[config.mk]
export PLATFORM = sky130hd
export DESIGN_NAME = ctrl_pipeline_flat
export DESIGN_NICKNAME = d
export VERILOG_FILES = /design/src/rtl/ctrl_pipe_pkg.sv /design/src/rtl/ctrl_pipeline_if.sv /design/src/rtl/ctrl_pipe_stage.sv /design/src/rtl/ctrl_pipeline.sv /design/src/flat_wrapper.sv
export SDC_FILE = /design/constraint.sdc
export NUM_CORES = 1
export LEC_CHECK = 0
export ABC_AREA = 1
export ABC_CLOCK_PERIOD_IN_PS = 2180
export CAP_MARGIN = 40
export CORE_ASPECT_RATIO = 0.9
export CORE_UTILIZATION = 44
export DETAILED_ROUTE_END_ITERATION = 6
export PLACE_DENSITY = 0.88
export SKIP_CTS_REPAIR_TIMING = 1
export SLEW_MARGIN = 10
export SYNTH_ARGS = -nofsm -noshare
export SYNTH_HDL_FRONTEND = slang
export SYNTH_SLANG_ARGS = --single-unit
[constraint.sdc]
create_clock -name Clk -period 2.18 [get_ports Clk]
set_input_delay 0.436 -clock Clk [delete_from_list [all_inputs] [get_ports Clk]]
set_output_delay 0.436 -clock Clk [all_outputs]
set_load 0.1 [all_outputs]
[src/rtl/ctrl_pipe_pkg.sv]
// Shared definitions for the back-end control pipeline: NOP word, control-word
// field layout and stage index names.
package ctrl_pipe_pkg;

  typedef struct packed {
    logic [2:0] spare;
    logic       bl;
    logic       b;
    logic       size;
    logic       ldst;
    logic       rf_en;
    logic       load;
    logic       s_bit;
    logic [1:0] shift_am;
    logic [3:0] alu_op;
  } ctrl_word_t;

  localparam ctrl_word_t CTRL_NOP = '0;

  typedef enum int {
    STG_EX  = 0,
    STG_MEM = 1,
    STG_WB  = 2
  } stage_idx_e;

endpackage

[src/rtl/ctrl_pipeline_if.sv]
// Upstream-facing bundle of the control pipeline: ID-side inputs, hazard
// controls, per-stage outputs and performance counters.
interface ctrl_pipeline_if #(
  parameter int CW     = 16,
  parameter int STAGES = 3,
  parameter int CNT_W  = 16
);
  logic                    in_valid;
  logic [CW-1:0]           in_ctrl;
  logic                    nop_sel;
  logic [STAGES-1:0]       stall;
  logic [STAGES-1:0]       flush;
  logic                    in_ready;
  logic [STAGES-1:0]       stage_valid;
  logic [STAGES*CW-1:0]    stage_ctrl;
  logic [CNT_W-1:0]        bubble_cnt;
  logic [CNT_W-1:0]        flush_cnt;

  modport master (
    output in_valid, in_ctrl, nop_sel, stall, flush,
    input  in_ready, stage_valid, stage_ctrl, bubble_cnt, flush_cnt
  );

  modport slave (
    input  in_valid, in_ctrl, nop_sel, stall, flush,
    output in_ready, stage_valid, stage_ctrl, bubble_cnt, flush_cnt
  );
endinterface

[src/rtl/ctrl_pipe_stage.sv]
// One valid+control register slice. Bubble beats hold, hold beats load.
module ctrl_pipe_stage
  import ctrl_pipe_pkg::*;
#(
  parameter int CW = 16
) (
  input  logic          clk,
  input  logic          rst,
  input  logic          hold_i,
  input  logic          bubble_i,
  input  logic          vld_i,
  input  logic [CW-1:0] ctrl_i,
  output logic          vld_o,
  output logic [CW-1:0] ctrl_o
);
  localparam logic [CW-1:0] NOP_W = CW'(CTRL_NOP);

  logic          vld_q, vld_d;
  logic [CW-1:0] ctrl_q, ctrl_d;

  always_comb begin
    vld_d  = vld_q;
    ctrl_d = ctrl_q;
    if (bubble_i) begin
      vld_d  = 1'b0;
      ctrl_d = NOP_W;
    end else if (!hold_i) begin
      vld_d  = vld_i;
      ctrl_d = ctrl_i;
    end
  end

  always_ff @(posedge clk) begin
    if (rst) begin
      vld_q  <= 1'b0;
      ctrl_q <= NOP_W;
    end else begin
      vld_q  <= vld_d;
      ctrl_q <= ctrl_d;
    end
  end

  assign vld_o  = vld_q;
  assign ctrl_o = ctrl_q;
endmodule

[src/rtl/ctrl_pipeline.sv]
// Parametrised control-word pipeline (ID -> STAGES back-end stages) with stall,
// flush and NOP insertion. Define CTRL_PIPE_PERF_EN to build the bubble/flush counters.
module ctrl_pipeline
  import ctrl_pipe_pkg::*;
#(
  parameter int CW     = 16,
  parameter int STAGES = 3,
  parameter int CNT_W  = 16
) (
  input logic            Clk,
  input logic            Reset,
  ctrl_pipeline_if.slave bus
);
  localparam logic [CW-1:0] NOP_W = CW'(CTRL_NOP);

  logic [STAGES-1:0] h;
  logic [STAGES-1:0] bub;
  logic [STAGES-1:0] ld_vld;
  logic [STAGES-1:0] vld_q;
  logic [CW-1:0]     ld_ctrl [STAGES];
  logic [CW-1:0]     ctrl_q  [STAGES];

  // A stall in any later stage backs up every earlier one.
  always_comb begin
    h[STAGES-1] = bus.stall[STAGES-1];
    for (int i = STAGES - 2; i >= 0; i--) begin
      h[i] = h[i+1] | bus.stall[i];
    end
  end

  assign bus.in_ready    = ~h[0];
  assign bus.stage_valid = vld_q;

  for (genvar g = 0; g < STAGES; g++) begin : g_stg
    if (g == 0) begin : g_first
      assign ld_vld[g]  = bus.in_valid & ~bus.nop_sel;
      assign ld_ctrl[g] = ld_vld[g] ? bus.in_ctrl : NOP_W;
      assign bub[g]     = bus.flush[g];
    end else begin : g_rest
      assign ld_vld[g]  = vld_q[g-1];
      assign ld_ctrl[g] = ctrl_q[g-1];
      // Flush beats hold; a held or killed predecessor leaves a bubble behind.
      assign bub[g]     = bus.flush[g] | (~h[g] & (h[g-1] | bus.flush[g-1]));
    end

    ctrl_pipe_stage #(.CW(CW)) u_stage (
      .clk      (Clk),
      .rst      (Reset),
      .hold_i   (h[g]),
      .bubble_i (bub[g]),
      .vld_i    (ld_vld[g]),
      .ctrl_i   (ld_ctrl[g]),
      .vld_o    (vld_q[g]),
      .ctrl_o   (ctrl_q[g])
    );

    assign bus.stage_ctrl[g*CW +: CW] = ctrl_q[g];
  end

`ifdef CTRL_PIPE_PERF_EN
  logic             last_vld_d;
  logic [CNT_W-1:0] bubble_cnt_q, bubble_cnt_d;
  logic [CNT_W-1:0] flush_cnt_q, flush_cnt_d;

  function automatic logic [CNT_W-1:0] sat_inc(input logic [CNT_W-1:0] v, input logic en);
    return (en && !(&v)) ? v + CNT_W'(1) : v;
  endfunction

  // Mirror of the last stage's next-state valid, so the count reflects the post-edge state.
  assign last_vld_d = ~bub[STAGES-1] &
                      (h[STAGES-1] ? vld_q[STAGES-1] : ld_vld[STAGES-1]);

  always_comb begin
    bubble_cnt_d = sat_inc(bubble_cnt_q, ~last_vld_d);
    flush_cnt_d  = sat_inc(flush_cnt_q, |(bus.flush & vld_q));
  end

  always_ff @(posedge Clk) begin
    if (Reset) begin
      bubble_cnt_q <= '0;
      flush_cnt_q  <= '0;
    end else begin
      bubble_cnt_q <= bubble_cnt_d;
      flush_cnt_q  <= flush_cnt_d;
    end
  end

  assign bus.bubble_cnt = bubble_cnt_q;
  assign bus.flush_cnt  = flush_cnt_q;
`else
  assign bus.bubble_cnt = '0;
  assign bus.flush_cnt  = '0;
`endif

endmodule

[src/flat_wrapper.sv]
// flat-port wrapper written by rule: the top's interface ports become plain ports
module ctrl_pipeline_flat import ctrl_pipe_pkg::*;
#(
  parameter int CW     = 16,
  parameter int STAGES = 3,
  parameter int CNT_W  = 16
)
  (Clk, Reset, bus_in_valid, bus_in_ctrl, bus_nop_sel, bus_stall, bus_flush, bus_in_ready, bus_stage_valid, bus_stage_ctrl, bus_bubble_cnt, bus_flush_cnt);
  ctrl_pipeline_if #(.CW(CW), .STAGES(STAGES), .CNT_W(CNT_W)) bus_i ();
  input logic Clk;
  input logic Reset;
  input wire logic [$bits(bus_i.in_valid)-1:0] bus_in_valid;
  input wire logic [$bits(bus_i.in_ctrl)-1:0] bus_in_ctrl;
  input wire logic [$bits(bus_i.nop_sel)-1:0] bus_nop_sel;
  input wire logic [$bits(bus_i.stall)-1:0] bus_stall;
  input wire logic [$bits(bus_i.flush)-1:0] bus_flush;
  output wire logic [$bits(bus_i.in_ready)-1:0] bus_in_ready;
  output wire logic [$bits(bus_i.stage_valid)-1:0] bus_stage_valid;
  output wire logic [$bits(bus_i.stage_ctrl)-1:0] bus_stage_ctrl;
  output wire logic [$bits(bus_i.bubble_cnt)-1:0] bus_bubble_cnt;
  output wire logic [$bits(bus_i.flush_cnt)-1:0] bus_flush_cnt;
  assign bus_i.in_valid = bus_in_valid;
  assign bus_i.in_ctrl = bus_in_ctrl;
  assign bus_i.nop_sel = bus_nop_sel;
  assign bus_i.stall = bus_stall;
  assign bus_i.flush = bus_flush;
  assign bus_in_ready = bus_i.in_ready;
  assign bus_stage_valid = bus_i.stage_valid;
  assign bus_stage_ctrl = bus_i.stage_ctrl;
  assign bus_bubble_cnt = bus_i.bubble_cnt;
  assign bus_flush_cnt = bus_i.flush_cnt;
  ctrl_pipeline #(.CW(CW), .STAGES(STAGES), .CNT_W(CNT_W)) u_core (.Clk(Clk), .Reset(Reset), .bus(bus_i));
endmodule
==> results by group <==
Status
  – Status: complete, no violations

Floorplanning
  – FP Rows: 24
  – Io pins: 110
  – Starting Density: between 40% and 50%
  – Chip width: 78.68 um
  – Die area: 5587 sq um
  – Core area: 4955 sq um
  – Die height: 71.02 um

Worst setup path
  – Critical Path Stages: 5
  – Reg2Reg Depth: 4
  – Crit-path slowest cell: clkdlybuf4s50_1
  – Worst R2R Setup Slack: 1.44 ns
  – Crit-path max FO: 3
  – CP Capture Type: primary output
  – Crit path kind: primary input to primary output
  – Startpoint Class: primary input
  – CP Buf/Inv Count: 3
  – Crit path DAT: roughly 1.5 ns
  – Cell-by-cell trace of the critical path: clkdlybuf4s50_1, inv_2, nand2_2, nor2_4, buf_12
  – Worst path required time: 1.74 ns
  – Worst path top cell family by delay: buffers and inverters
  – CP max stage delay: 0.53 ns

STA
  – Unrepaired setup endpoints after global routing: false
  – Fmax: around 0.52 GHz
  – Min Tclk post-route: 1.928 ns
  – Fin. max-slew vios: 0
  – Fin. Hold Viols: 0
  – Final Skew: 0.005990 ns
  – Setup TNS: 0 ns
  – Finish-stage setup viols: 0
  – Slew of the pin with the lowest slew margin: roughly 0.56 ns
  – Headroom to the max-slew limit: 62.61%
  – Final period util: 88.44%

Drt
  – Avg WL per Cell: 10.61 um
  – Residual DRC: 0
  – First-pass DRT Iterations: 4
  – Routed via count: 1937
  – Routed Antenna Nets: 0
  – Initial drt markers: 104
  – Vias per cell: 4.267
  – Detailed Route WL: between 4 and 5 mm

Placed design
  – Placer congestion estimate: 0.8271
  – Post-DP HPWL: 3.743 mm
  – Buffers on Ports: 77
  – Post-DP Area: 2865 sq um
  – # placed instances: about 450

Final layout
  – Final Util: roughly three fifths
  – Inserted Diodes: 0
  – Non-Filler Cell Area, Final: 2938 sq um
  – Finished Layout Cells: 454
  – Nets: 416
  – P&R area growth vs syn: 26.17%
  – Layout cells sized above 1: between 10% and 20%

CTS
  – CTS root buf: clkbuf_8
  – Htree depth: 2
  – Clock Latency Late Sink: between 0.2 and 0.3 ns
  – CTS tree: yes
  – Maximum clock path buffer count: 2
  – Worst-path clk slew: ~0.08 ns
  – Num CTS Buffers: 5
  – Clock Sinks: slightly above 50

Power
  – Clock share of power: 26.9%
  – Sequential power share: 51.4%
  – PwrDens: between 600 and 700 nW/um^2
  – Net Sw Frac: 33.27%
  – Pwr Total: roughly 0.0018 W
  – Sw power: 0.0006041 W
  – Internal power: 0.001212 W
  – Leakage Power: 1.299 nW
  – Peak supply drop: 0.3531 mV
  – Comb power frac: 21.7%

Synthesis
  – Synth Cell Area: 2328 sq um
  – Post-Syn Instances: 320
  – Post-synthesis register bit count: 51
  – Distinct cells, synth: 20
  – Post-synthesis sequential area ratio: 43.85%
  – Ys Warns: 0
  – Mean post-synth cell area: just over 7 sq um

Global route
  – Initial antenna violation count: 0
  – Vias in the first global route: 1818
  – Global-route wire length before repair: between 8 and 9 mm
  – Grt ovf: 0
  – Overall Global Routing Usage: a little under a fifth
  – Largest net degree at the start of global routing: 35

Min path
  – Worst hold path class: flop to flop
  – Worst hold path cell count: 2

Run
  – MaxCap Viol Count: 0
[cells in the final DEF (no fill, tap or decap), drive strengths merged]
cell and instances:
nand4 1, conb 32, nor2 87, or2 1, o21ai 2, nand3 1
dfxtp 51, clkdlybuf4s50 25, buf 56, nand2 37, clkbuf 6, a21oi 51
inv 39
[logic make-up (layout without fill, tap and decap cells)]
logic type,Yosys count,count (layout),synth area share [%]
AO/OA/AOI/OAI,53,53,11.55
other,1,32,0.1610
buffers and inverters,88,126,21.60
AND/OR/NAND/NOR,127,127,22.84
flip-flops,51,51,43.85
[cell type report]
class	instances	area, sq um
Clock buffer	6	72.57
Fill cell	488	2017
Inverter	39	146.4
Multi-Input combinational cell	212	920.9
Sequential cell	51	1021
Tap cell	65	81.33
Timing Repair Buffer	81	695.7
[path summary, 6_finish.rpt]
| kind | start | to |
|---|---|---|
| worst max register to register | u_core.g_stg[1].u_stage.ctrl_o[2]$_SDFFE_PP0N_ | u_core.g_stg[1].u_stage.ctrl_o[2]$_SDFFE_PP0N_ |
| worst min-delay path | u_core.g_stg[2].u_stage.ctrl_o[14]$_SDFFE_PP0N_ | u_core.g_stg[2].u_stage.ctrl_o[14]$_SDFFE_PP0N_ |
| worst min register to register | u_core.g_stg[2].u_stage.ctrl_o[14]$_SDFFE_PP0N_ | u_core.g_stg[2].u_stage.ctrl_o[14]$_SDFFE_PP0N_ |
| worst max-delay path | bus_stall[2] | bus_in_ready |
[registers in the layout, indices dropped and copies added (netlist names)]
signal	count
u_core.g_stg.u_stage.vld_o	3
u_core.g_stg.u_stage.ctrl_o	48
[Yosys cell counts]
library cell	n	area share, %
buf_2	6	1.3
buf_6	3	1.5
clkbuf_1	2	0.32
nor2_8	1	0.86
or2_1	1	0.27
o21ai_2	1	0.38
buf_4	38	12
nor2_1	85	14
inv_1	37	6.0
o21ai_1	1	0.21
nand2_2	2	0.54
nand4_1	1	0.27
nor2_4	1	0.48
dfxtp_1	51	44
inv_2	2	0.32
a21oi_1	51	11
conb_1	1	0.16
nand2_1	34	5.5
nand2_4	1	0.48
nand3_4	1	0.75
[routing by layer]
layer | wire (um) | GRT usage (%) | part of all wire, %
met1 | 2248 | 23.69 | 47
met2 | 2269 | 30.53 | 47
met3 | 206 | 3.097 | 4.3
met4 | 93 | 9.259 | 1.9
met5 | 0 | 0 | 0
[stage by stage]
stage	setup WS, ns	hold slack, ns
4_1_cts	0.2529	0.4947
3_3_place_gp	0.2490	0.4732
5_1_grt	0.2130	0.5113
3_5_place_dp	0.2581	0.4788
6_report	0.2521	0.4930
2_1_floorplan	0.6657	0.4574
[tightest hold or removal path: stages (launching register included)]
cell	delay (ns)
dfxtp_1	0.33
a21oi_1	0.06
nor2_1	0.07
[power by group through the flow]
stage                     clock, W  combinational (W)  sequential (W)
after floorplan                  0           0.000364        0.000966
after global placement           0           0.000391        0.000956
after detailed placement         0           0.000392        0.000956
after CTS                 0.000501           0.000393        0.000934
after global routing      0.000532           0.000412        0.000934
final                     0.000489           0.000393        0.000934
(Power assumes the default switching activity.)
